==> src/rtl/add_arbiter.sv <==
// add_arbiter: round-robin arbiter sharing one 32-bit ripple adder among NREQ
// requesters. Each accepted request runs IDLE -> CALC -> RESP, so grants are
// at least three cycles apart.
// Optional feature: define ADD_ARBITER_OVF_EN to add the rsp_ovf output
// (two's-complement signed overflow of the registered sum).
//
// state | meaning
// IDLE  | searching for a requester from ptr upward, grant drives req_ready
// CALC  | latched operands feed the adder, result registered at the edge
// RESP  | result held until rsp_valid && rsp_ready

module add_arbiter_ripple32 (
  input  logic [31:0] a_i,
  input  logic [31:0] b_i,
  output logic [31:0] sum_o,
  output logic        cout_o
);

  // Carry ripples bit by bit from a carry-in of zero.
  always_comb begin
    logic c;
    c     = 1'b0;
    sum_o = '0;
    for (int i = 0; i < 32; i++) begin
      sum_o[i] = a_i[i] ^ b_i[i] ^ c;
      c        = (a_i[i] & b_i[i]) | (c & (a_i[i] ^ b_i[i]));
    end
    cout_o = c;
  end

endmodule

module add_arbiter #(
  parameter int NREQ = 4,
  parameter int IDW  = 2
) (
  input  logic                 clk,
  input  logic                 rst_n,
  input  logic [NREQ-1:0]      req_valid,
  input  logic [32*NREQ-1:0]   req_a,
  input  logic [32*NREQ-1:0]   req_b,
  output logic [NREQ-1:0]      req_ready,
  output logic                 rsp_valid,
  input  logic                 rsp_ready,
  output logic [31:0]          rsp_sum,
  output logic                 rsp_carry,
  output logic [IDW-1:0]       rsp_id
`ifdef ADD_ARBITER_OVF_EN
  ,
  output logic                 rsp_ovf
`endif
);

  typedef enum logic [1:0] {
    IDLE = 2'd0,
    CALC = 2'd1,
    RESP = 2'd2
  } state_t;

  state_t         state_q, state_d;
  logic [IDW-1:0] ptr_q, ptr_d;
  logic [31:0]    op_a_q, op_a_d;
  logic [31:0]    op_b_q, op_b_d;
  logic [IDW-1:0] op_id_q, op_id_d;

  logic           rsp_valid_q, rsp_valid_d;
  logic [31:0]    rsp_sum_q, rsp_sum_d;
  logic           rsp_carry_q, rsp_carry_d;
  logic [IDW-1:0] rsp_id_q, rsp_id_d;
`ifdef ADD_ARBITER_OVF_EN
  logic           rsp_ovf_q, rsp_ovf_d;
`endif

  logic           grant_found;
  logic [IDW-1:0] grant_idx;
  logic [31:0]    grant_a, grant_b;
  logic [31:0]    add_sum;
  logic           add_carry;

  add_arbiter_ripple32 u_adder (
    .a_i    (op_a_q),
    .b_i    (op_b_q),
    .sum_o  (add_sum),
    .cout_o (add_carry)
  );

  // Round-robin search: first valid requester at or above ptr, wrapping.
  always_comb begin
    int             cand;
    logic [IDW-1:0] cand_idx;
    grant_found = 1'b0;
    grant_idx   = '0;
    cand        = 0;
    cand_idx    = '0;
    for (int k = 0; k < NREQ; k++) begin
      cand = int'(ptr_q) + k;
      if (cand >= NREQ) cand = cand - NREQ;
      cand_idx = cand[IDW-1:0];
      if (!grant_found && req_valid[cand_idx]) begin
        grant_found = 1'b1;
        grant_idx   = cand_idx;
      end
    end
  end

  // Select the granted requester's operands from the packed buses.
  always_comb begin
    grant_a = '0;
    grant_b = '0;
    for (int i = 0; i < NREQ; i++) begin
      if (grant_idx == IDW'(i)) begin
        grant_a = req_a[32*i +: 32];
        grant_b = req_b[32*i +: 32];
      end
    end
  end

  // Next-state, operand latch, result register and accept-strobe logic.
  always_comb begin
    state_d     = state_q;
    ptr_d       = ptr_q;
    op_a_d      = op_a_q;
    op_b_d      = op_b_q;
    op_id_d     = op_id_q;
    rsp_valid_d = rsp_valid_q;
    rsp_sum_d   = rsp_sum_q;
    rsp_carry_d = rsp_carry_q;
    rsp_id_d    = rsp_id_q;
`ifdef ADD_ARBITER_OVF_EN
    rsp_ovf_d   = rsp_ovf_q;
`endif
    req_ready   = '0;

    case (state_q)
      IDLE: begin
        if (grant_found) begin
          req_ready[grant_idx] = 1'b1;
          op_a_d  = grant_a;
          op_b_d  = grant_b;
          op_id_d = grant_idx;
          ptr_d   = (grant_idx == IDW'(NREQ - 1)) ? '0 : grant_idx + 1'b1;
          state_d = CALC;
        end
      end
      CALC: begin
        rsp_sum_d   = add_sum;
        rsp_carry_d = add_carry;
        rsp_id_d    = op_id_q;
        rsp_valid_d = 1'b1;
`ifdef ADD_ARBITER_OVF_EN
        rsp_ovf_d   = (op_a_q[31] == op_b_q[31]) && (add_sum[31] != op_a_q[31]);
`endif
        state_d     = RESP;
      end
      RESP: begin
        if (rsp_ready) begin
          rsp_valid_d = 1'b0;
          state_d     = IDLE;
        end
      end
      default: state_d = IDLE;
    endcase

    // A grant must never be visible while reset is being applied.
    if (!rst_n) req_ready = '0;
  end

  // State and result registers with synchronous active-low reset.
  always_ff @(posedge clk) begin
    if (!rst_n) begin
      state_q     <= IDLE;
      ptr_q       <= '0;
      op_a_q      <= '0;
      op_b_q      <= '0;
      op_id_q     <= '0;
      rsp_valid_q <= 1'b0;
      rsp_sum_q   <= '0;
      rsp_carry_q <= 1'b0;
      rsp_id_q    <= '0;
`ifdef ADD_ARBITER_OVF_EN
      rsp_ovf_q   <= 1'b0;
`endif
    end else begin
      state_q     <= state_d;
      ptr_q       <= ptr_d;
      op_a_q      <= op_a_d;
      op_b_q      <= op_b_d;
      op_id_q     <= op_id_d;
      rsp_valid_q <= rsp_valid_d;
      rsp_sum_q   <= rsp_sum_d;
      rsp_carry_q <= rsp_carry_d;
      rsp_id_q    <= rsp_id_d;
`ifdef ADD_ARBITER_OVF_EN
      rsp_ovf_q   <= rsp_ovf_d;
`endif
    end
  end

  assign rsp_valid = rsp_valid_q;
  assign rsp_sum   = rsp_sum_q;
  assign rsp_carry = rsp_carry_q;
  assign rsp_id    = rsp_id_q;
`ifdef ADD_ARBITER_OVF_EN
  assign rsp_ovf   = rsp_ovf_q;
`endif

endmodule
==> config.mk <==
export PLATFORM = sky130hd
export DESIGN_NAME = add_arbiter
export DESIGN_NICKNAME = d
export VERILOG_FILES = /design/src/rtl/add_arbiter.sv
export SDC_FILE = /design/constraint.sdc
export NUM_CORES = 1
export LEC_CHECK = 0
export ABC_CLOCK_PERIOD_IN_PS = 37500
export CORE_ASPECT_RATIO = 1.1
export CORE_MARGIN = 1
export CORE_UTILIZATION = 40
export CTS_CLUSTER_SIZE = 12
export DETAILED_ROUTE_END_ITERATION = 10
export PLACE_DENSITY = 0.77
export SETUP_SLACK_MARGIN = 0.3
export SLEW_MARGIN = 25
export SYNTH_ARGS = -nofsm -noshare
export SYNTH_HDL_FRONTEND = slang
export SYNTH_SLANG_ARGS = --single-unit
==> constraint.sdc <==
create_clock -name clk -period 37.5 [get_ports clk]
set_clock_uncertainty 0.15 [all_clocks]
set_input_delay 5.625 -clock clk [delete_from_list [all_inputs] [get_ports clk]]
set_output_delay 5.625 -clock clk [all_outputs]
set_load 0.1 [all_outputs]
Word-level counts from Yosys, hierarchy flattened
Cells that the tools add are included.
{"block": "totals", "out_inout_bits": 40, "reg_bits": 106, "inputBits": 263, "wordCells": 243}
{"block": "op_classes", "n_reduce_logical": 13, "muxes": 39, "n_bitwise": 157, "add_sub_neg": 8, "n_eq_ne": 7, "order_cmp": 10}
{"operator": "$mux 32", "count": 8}
{"operator": "$and 1x1->1", "count": 63}
{"operator": "$xor 1x1->1", "count": 63}
{"operator": "$or 1x1->1", "count": 31}
{"operator": "$mux 2", "count": 11}
{"operator": "$lt 2x3->1 const B", "count": 5}
{"operator": "$mux 4", "count": 3}
{"operator": "$mux 1", "count": 10}
{"operator": "$ge 3x3->1 const B", "count": 3}
{"operator": "$bmux 1 s2", "count": 4}
{"operator": "$sub 2x1->2 const B", "count": 4}
{"operator": "$add 2x2->3 const B", "count": 2}
{"operator": "$eq 2x2->1 const B", "count": 3}
{"operator": "$pmux 2 s3", "count": 1}
{"operator": "$reduce_and 2->1", "count": 3}
{"operator": "$eq 2x1->1 const B", "count": 2}
{"operator": "$logic_and 1x1->1", "count": 4}
{"operator": "$logic_not 2->1", "count": 2}
{"operator": "$ne 2x2->1 const B", "count": 2}
{"operator": "$add 2x1->3 const B", "count": 1}
{"operator": "$ge 2x3->1 const B", "count": 1}
{"operator": "$logic_not 1->1", "count": 3}
{"operator": "$add 2x1->2 const B", "count": 1}
{"operator": "$demux 1 s2", "count": 1}
{"operator": "3 further kinds", "count": 3}

Longest topological paths before layout
Gate-level depths: netlist of the first run.
{"block": "logic_depth", "depth_word": 63, "mapped_depth": 37, "ltp_nobuf": 37}

Hierarchy
Synthesis of the first run repeated with hierarchy kept, for this count alone.
{"block": "hier_totals", "cells_unflattened": 890, "hier_area_um2": 6593.8}
{"module": "add_arbiter", "area_per_inst_um2": 5923.2, "cells_per_inst": 848, "instances": 1}
{"module": "add_arbiter_ripple32", "area_per_inst_um2": 670.6, "cells_per_inst": 42, "instances": 1}

Least setup slack after synthesis of the first run
OpenSTA, ideal clock, no wires.
{"block": "synth_path", "path_kind": "input -> output", "startpoint": "in req_valid[2]", "endpoint": "out req_ready[2]", "required_ps": 31725, "path_slack_ps": 23951, "path_stages": 7, "path_buffers": 2, "arrival_time_ps": 7774, "cell_sequence": "inv_1 -> o32ai_1 -> or2_2 -> ha_1 -> clkbuf_1 -> clkbuf_1 -> and3_1"}
{"block": "synth_between", "elab_chain_len": 19}
{"element": "start, declared", "line": "39", "rtl": "input logic [NREQ-1:0] req_valid,"}
{"element": "$bmux 1 s2", "line": "99", "rtl": "if (!grant_found && req_valid[cand_idx]) begin"}
{"element": "$mux 1 (implied by the code)", "line": "99"}
{"element": "$mux 1", "line": "99"}
{"element": "$logic_not 1->1", "line": "99"}
{"element": "$logic_and 1x1->1", "line": "99"}
{"element": "$mux 1", "line": "99"}
{"element": "$logic_not 1->1", "line": "99"}
{"element": "$logic_and 1x1->1", "line": "99"}
{"element": "(+3 left out)"}
{"element": "$mux 2", "line": "99"}
{"element": "$lt 2x3->1 (implied by the code) / $ge 2x1->1 (equally long branches)", "line": "137", "rtl": "req_ready[grant_idx] = 1'b1;"}
{"element": "$logic_and 1x1->1 (implied by the code)", "line": "137"}
{"element": "$mux 1 (implied by the code)", "line": "137"}
{"element": "$demux 1 s2", "line": "137"}
{"element": "$mux 4 (*)", "line": "136", "rtl": "if (grant_found) begin"}
{"element": "$mux 4 (*)", "line": "134", "rtl": "case (state_q)"}
{"element": "$mux 4 (*)", "line": "165", "rtl": "if (!rst_n) req_ready = '0;"}
{"element": "end, declared", "line": "42", "rtl": "output logic [NREQ-1:0] req_ready,"}
Every way passes the cells marked *; elsewhere a longest branch is shown, timed or not. The select of a mux whose other input is x is not followed.

Worst setup path in the final report of the first run
{"block": "layout_path", "startpoint": "in req_valid[1]", "endpoint": "out req_ready[3]"}
{"block": "layout_between", "elab_chain_len": 19}
{"element": "$bmux 1 s2", "line": "99"}
{"element": "$mux 1 (implied by the code)", "line": "99"}
{"element": "$mux 1", "line": "99"}
{"element": "$logic_not 1->1", "line": "99"}
{"element": "$logic_and 1x1->1", "line": "99"}
{"element": "$mux 1", "line": "99"}
{"element": "$logic_not 1->1", "line": "99"}
{"element": "$logic_and 1x1->1", "line": "99"}
{"element": "(+4 left out)"}
{"element": "named net grant_idx[0]", "line": "75", "rtl": "logic [IDW-1:0] grant_idx;"}
{"element": "$lt 2x3->1 (implied by the code) / $ge 2x1->1 (equally long branches)", "line": "137"}
{"element": "$logic_and 1x1->1 (implied by the code)", "line": "137"}
{"element": "$mux 1 (implied by the code)", "line": "137"}
{"element": "$demux 1 s2 (*)", "line": "137"}
{"element": "$mux 4 (*)", "line": "136"}
{"element": "$mux 4 (*)", "line": "134"}
{"element": "$mux 4 (*)", "line": "165"}
Mark *: on every way through the listed nets, which the timed path passes. The rest lies on a longest branch. The select of a mux whose other input is x is not followed.

==> impl_metrics.yaml, run 1 <==
route:
  via_count: 7113
  wl_per_cell_um: 17.17
  drc_errors: 0
  drt_first_iter_violations: 463
  viasPerCell: 5.472
  drtAntennaViolNets: 0
  drtPass1Iterations: 6
  drt_wl_total_mm: 22.33
final_layout:
  syn2layout_area_growth_pct: 48.83
  drive_gt1_frac: 0.08870
  n_antenna_cell: 0
  fin_nets: 1365
setup_path:
  arrival_ns: 8.94
  critPathLaunchType: "primary input"
  crit_path_max_fanout: 71
  crit_required_ns: 31.72
  end_kind: "primary output"
  crit_type: "primary input to primary output"
clock_network:
  cts.sinks: 106
  cts_setup_buffers: 0
  cts_hold_buf: 0
  cts_tree: "yes"
  worstSkewPairLatency_ns: 0.34
  clockBufferDepth: 2
  clkTransAtPathRegs_ns: 0.07
  ctsResizeCount: 0
  cts_buffers: 9
  htreeDepth: 3
  cts_root_buffer: "clkbuf_16"
yosys:
  synth_seq_area_share: 0.3082
  async_flop_share: 0
  ys_types: 36
  syn_nets: 1136
  syn_avg_cell_area_sq_um: 8.226
  synth_edf_count: 0
  synth_ff_type: "dfxtp_1"
  ys_warn_count: 0
  syn_inst: 837
  synth_area_sq_um: 6885
  ys_ff_latch: 106
timing:
  timing.fmax_mhz: 67.97
  setup_viol: 0
  tightest_slew_ns: 1.058
  maxSlewViolCount: 0
  hold_violations: 0
  slew_headroom: 0.2924
  fin_crit_sh: 0.3923
  setup_tns_ns: 0
  rsz0062_at_grt: "no"
  timing.final.crit_period_ns: 14.71
floorplan:
  die_area_sq_um: 17740
  io_pins: 303
  die_h_um: 139.6
  start_util: 0.4144
  die_width_um: 127.1
  fp-row-count: 49
  core_sq_um: 16610
power_and_ir_drop:
  irDropWorstVdd_mv: 0.02698
  seqPwrFrac: 0.318
  intPower_uw: 280.0
  combPwrFrac: 0.490
  clockPowerShare: 0.192
  p_sw_uw: 194.0
  fin_total_pwr_uw: 474.1
  powerDensity_nw_per_um2: 46.26
  p_leak_uw: 0.004068
  swShare: 0.4093
min_path:
  min-delay-path-class: "flip-flop to flip-flop"
grt:
  grt_pass1_wl_mm: 35.35
  grt_usage: 0.2510
  grt_pass1_vias: 6641
  grt_antenna_before_repair: 0
  overflow: 0
  grt_max_degree: 109
status:
  status: "completed"
placement:
  dp_hpwl_mm: 15.89
  place_congestion: 0.8731
  io_buffers: 302
run:
  cap_viol_max_count: 0
critical path, stage by stage:
cell,delay [ns]
clkdlybuf4s50_1,0.54
a21boi_0,0.19
o32ai_1,0.16
nor2_1,0.35
ha_4,0.67
and3_1,0.26
clkdlybuf4s50_1,1.13
stage by stage:
stage	std cells	hold slack [ns]	util	worst slack, ns	cell area (sq um)
after floorplan	837	0.2879	-	23.95	6885
after global placement	1283	0.3016	0.5981	22.78	9937
after detailed placement	1283	0.3094	0.5981	22.76	9937
after CTS	1299	0.3188	0.6156	22.75	10230
after global routing	1300	0.3322	0.6168	22.59	10250
final	1300	0.3107	0.6168	22.79	10250
path summary, 6_finish.rpt:
| kind | from | to | slack (ns) | cells after the start |
|---|---|---|---|---|
| max | req_valid[1] | req_ready[3] | 22.79 | 7 |
| max reg2reg | op_a_q[0] | rsp_sum[31] | 24.36 | 37 |
| min reg2reg | rsp_sum[23] | rsp_sum[23] | 0.31 | 2 |
| min | rsp_sum[23] | rsp_sum[23] | 0.31 | 2 |
cells by family after synthesis:
family	Yosys count	synth area share
flops	106	0.3082
buf+inv	167	0.09431
fa+ha+maj	36	0.09922
simple gates	287	0.2108
mux	1	0.001454
compound gates	240	0.2860
flip-flops by register name, summed over array words and instances (netlist names):
name,flops
op_a_q,32
op_b_q,32
op_id_q,2
ptr_q,2
rsp_carry,1
rsp_id,2
rsp_sum,32
rsp_valid,1
state_q,2
power by group through the flow:
stage | Sequential (uW) | Clock (uW) | Combinational (uW)
global route | 154 | 97.4 | 254
floorplan | 188 | 0 | 124
detailed placement | 153 | 0 | 232
CTS | 151 | 92.4 | 233
finish | 151 | 91.2 | 232
global placement | 153 | 0 | 231
layer usage:
layer / GRT usage / up-vias / share of wire
li1: - / 3485 / -
met1: 0.3342 / 3374 / 0.44
met2: 0.4211 / 237 / 0.49
met3: 0.04344 / 17 / 0.054
met4: 0.06078 / 0 / 0.012
met5: 0 / - / 0
placed cells by master (no fill, tap or decap), drive strengths merged, types with 2 or more instances in the layout:
cell type	Yosys	layout
o221a	64	64
nand3	65	65
nor2	5	5
buf	20	9
a21boi	33	33
clkbuf	72	11
clkinvlp	0	2
clkdlybuf4s50	0	301
dfxtp	106	106
ha	5	5
or2	2	2
o211a	4	4
nor2b	2	2
nand2b	2	2
a21oi	67	67
nor3	2	2
nand3b	64	64
fa	31	31
and3	4	4
nand2	136	136
o32ai	2	2
clkinv	0	2
inv	75	76
a221oi	64	64
synthesized netlist by cell type (all sizes together), types with 4 or more instances:
cell,n,share of area
nand2,136,0.074
dfxtp,106,0.31
inv,75,0.041
clkbuf,72,0.039
a21oi,67,0.049
nand3,65,0.047
a221oi,64,0.081
nand3b,64,0.070
o221a,64,0.10
a21boi,33,0.036
fa,31,0.090
buf,20,0.014
ha,5,0.0091
nor2,5,0.0027
and3,4,0.0036
o211a,4,0.0058
area by class of cell:
| type | instances | area [sq um] |
|---|---|---|
| clock buffer | 11 | 252.7 |
| clock inverter | 5 | 37.54 |
| fill | 1442 | 6367 |
| inverter | 75 | 281.5 |
| multi-input combinational | 564 | 4174 |
| sequential | 106 | 2122 |
| tap | 229 | 286.5 |
| timing repair buffer | 310 | 3093 |
(Power assumes the default switching activity.)
==> run 2, diff against run 1 <==
--- a/config.mk
+++ b/config.mk
@@ -5,13 +5,13 @@
 export SDC_FILE = /design/constraint.sdc
 export NUM_CORES = 1
 export LEC_CHECK = 0
-export ABC_CLOCK_PERIOD_IN_PS = 37500
+export ABC_CLOCK_PERIOD_IN_PS = 12750
 export CORE_ASPECT_RATIO = 1.1
 export CORE_MARGIN = 1
-export CORE_UTILIZATION = 40
+export CORE_UTILIZATION = 39
 export CTS_CLUSTER_SIZE = 12
 export DETAILED_ROUTE_END_ITERATION = 10
-export PLACE_DENSITY = 0.77
+export PLACE_DENSITY = 0.78
 export SETUP_SLACK_MARGIN = 0.3
 export SLEW_MARGIN = 25
 export SYNTH_ARGS = -nofsm -noshare
==> constraint.sdc (replaced) <==
create_clock -name clk -period 12.75 [get_ports clk]
set_clock_uncertainty 0.15 [all_clocks]
set_input_delay 1.9125 -clock clk [delete_from_list [all_inputs] [get_ports clk]]
set_output_delay 1.9125 -clock clk [all_outputs]
set_load 0.1 [all_outputs]
==> run 2 against run 1 <==
  * Routed wire length is 1.1% higher
  * Sequential share of layout area is 0.091 points lower
  * First-iteration DRC count up 36%
  * Sequential power rose to 3.0 times the previous value
  * Die area is 2.5% higher
  * Core utilization is 1.6 points lower
  * Hold slack better by 0.0012 ns
  * Critical path type is now flip-flop to flip-flop
  * Critical endpoint is now rsp_sum[31]
  * Largest power group unchanged
==> impl_metrics.yaml, run 2 (same netlist as run 1, synthesis figures left out) <==
status:
  status: "completed"
timing:
  timing.final.crit_period_ns: 12.12
  maxSlewViolCount: 0
  rsz0062_at_grt: "no"
  setup_viol: 0
  fin_ws_ns: 0.6282
  hold_violations: 0
  timing.fmax_mhz: 82.50
  fin_crit_sh: 0.9507
  fin_hold_ws_ns: 0.3119
  tightest_slew_ns: 1.076
  slew_headroom: 0.2802
clock_network:
  cts.sinks: 106
  clkTransAtPathRegs_ns: 0.07
  cts_buffers: 9
  htreeDepth: 3
  cts_root_buffer: "clkbuf_16"
  clockBufferDepth: 2
  worstSkewPairLatency_ns: 0.34
  cts_tree: "yes"
setup_path:
  crit_path_max_fanout: 2
  crit_required_ns: 12.89
  cpMostUsedCell: "fa_2"
  critPathLaunchType: "flip-flop"
  critPathLaunch: "op_a_q[0]"
  cp_slowest_stage_delay_ns: 0.40
  crit_type: "flip-flop to flip-flop"
  crit-reg2reg-launch: "op_a_q[0]"
  arrival_ns: 12.26
  cp_slowest_cell: "fa_1"
  end_kind: "flip-flop"
power_and_ir_drop:
  seqPwrFrac: 0.317
  combPwrFrac: 0.493
  irDropWorstVdd_mv: 0.08322
  swShare: 0.4076
  clockPowerShare: 0.191
  p_leak_uw: 0.004022
  p_sw_uw: 574.2
  fin_total_pwr_uw: 1409
  intPower_uw: 834.5
  powerDensity_nw_per_um2: 136.9
final_layout:
  fin_nets: 1366
  final_common_cell: "clkdlybuf4s50_1"
  nFillCells: 1570
  finish.utilization: 0.6004
  syn2layout_area_growth_pct: 49.48
  final_cell_mix: "clkdlybuf4s50_1 (301), nand2_1 (136), dfxtp_1 (106)"
  multi_input_area_sq_um: 4229
  seqCellArea_sq_um: 2122
  drive_gt1_frac: 0.1065
  n_antenna_cell: 0
floorplan:
  die_h_um: 141.4
  io_pins: 303
  fp-row-count: 50
  die_area_sq_um: 18190
  die_width_um: 128.7
  core_sq_um: 17140
  start_util: 0.4017
placement:
  place_congestion: 0.7894
  place_ws_ns: -0.2618
  io_buffers: 302
  dp_hpwl_mm: 16.21
min_path:
  min-delay-path-class: "flip-flop to flip-flop"
  hp-start: "rsp_sum[1]"
route:
  drt_first_iter_violations: 628
  drc_errors: 0
  drtAntennaViolNets: 0
  viasPerCell: 5.542
  via_count: 7227
  drt_wl_total_mm: 22.58
  wl_per_cell_um: 17.32
  drtPass1Iterations: 5
grt:
  grt_pass1_wl_mm: 35.16
  grt_max_degree: 109
  overflow: 0
  grt_antenna_before_repair: 0
  grt_pass1_vias: 6553
  grt_usage: 0.2467
run:
  cap_viol_max_count: 0
[run 2: cell count changes in the layout (fill, tap and decap cells not counted), moves of 2 or more]
cell,delta
clkbuf_8,-2
clkbuf_1,+2
fa_2,+22
fa_1,-22
[run 2: critical path: cells and delay by family (launching register included)]
kind,cells,cell delay (ns)
compound gates,1,0.15
fa+ha+maj,32,11.16
buf+inv,3,0.20
flops,1,0.33
simple gates,1,0.07
[run 2: timing repair]
item / 4_1_cts / 5_1_grt
hold buffers: 0 / 0
resized for setup: 13 / 6
setup endpoints to repair: 3 / 2
cloned: 0 / 0
pin swaps: 1 / 1
buffers inserted: 0 / 0
[run 2: cell type report]
cell class	count	area share
Sequential cell	106	0.2062
Tap cell	234	0.02845
Timing Repair Buffer	311	0.3004
Clock inverter	3	0.004133
Inverter	75	0.02735
Clock buffer	11	0.02261
Multi-Input combinational cell	564	0.4109
[run 2: final timing paths]
path | end | slack (ns) | cells past startpoint
worst max register to register | rsp_sum[31] | 0.63 | 37
worst min register to register | rsp_sum[1] | 0.31 | 2
worst max-delay path | rsp_sum[31] | 0.63 | 37
worst min-delay path | rsp_sum[1] | 0.31 | 2
[run 2: per-stage QoR]
| step | std cells | TNS [ns] | cell area (sq um) |
|---|---|---|---|
| after floorplan | 837 | 0 | 6893 |
| after global routing | 1304 | 0 | 10290 |
| after global placement | 1290 | -0.1247 | 9966 |
| after detailed placement | 1290 | -0.3171 | 9966 |
| final | 1304 | 0 | 10290 |
| after CTS | 1304 | 0 | 10270 |
[run 2: power by group through the flow]
stage / Combinational, uW / Clock, uW / Sequential, uW
floorplan: 364 / 0 / 552
global placement: 685 / 0 / 449
detailed placement: 691 / 0 / 452
CTS: 696 / 273 / 446
global route: 760 / 287 / 455
finish: 694 / 269 / 446
[run 2: per-layer routing]
layer	part of all wire	track usage
met4	0.015	0.04954
met5	0	0
met1	0.43	0.3310
met2	0.50	0.4185
met3	0.057	0.03771
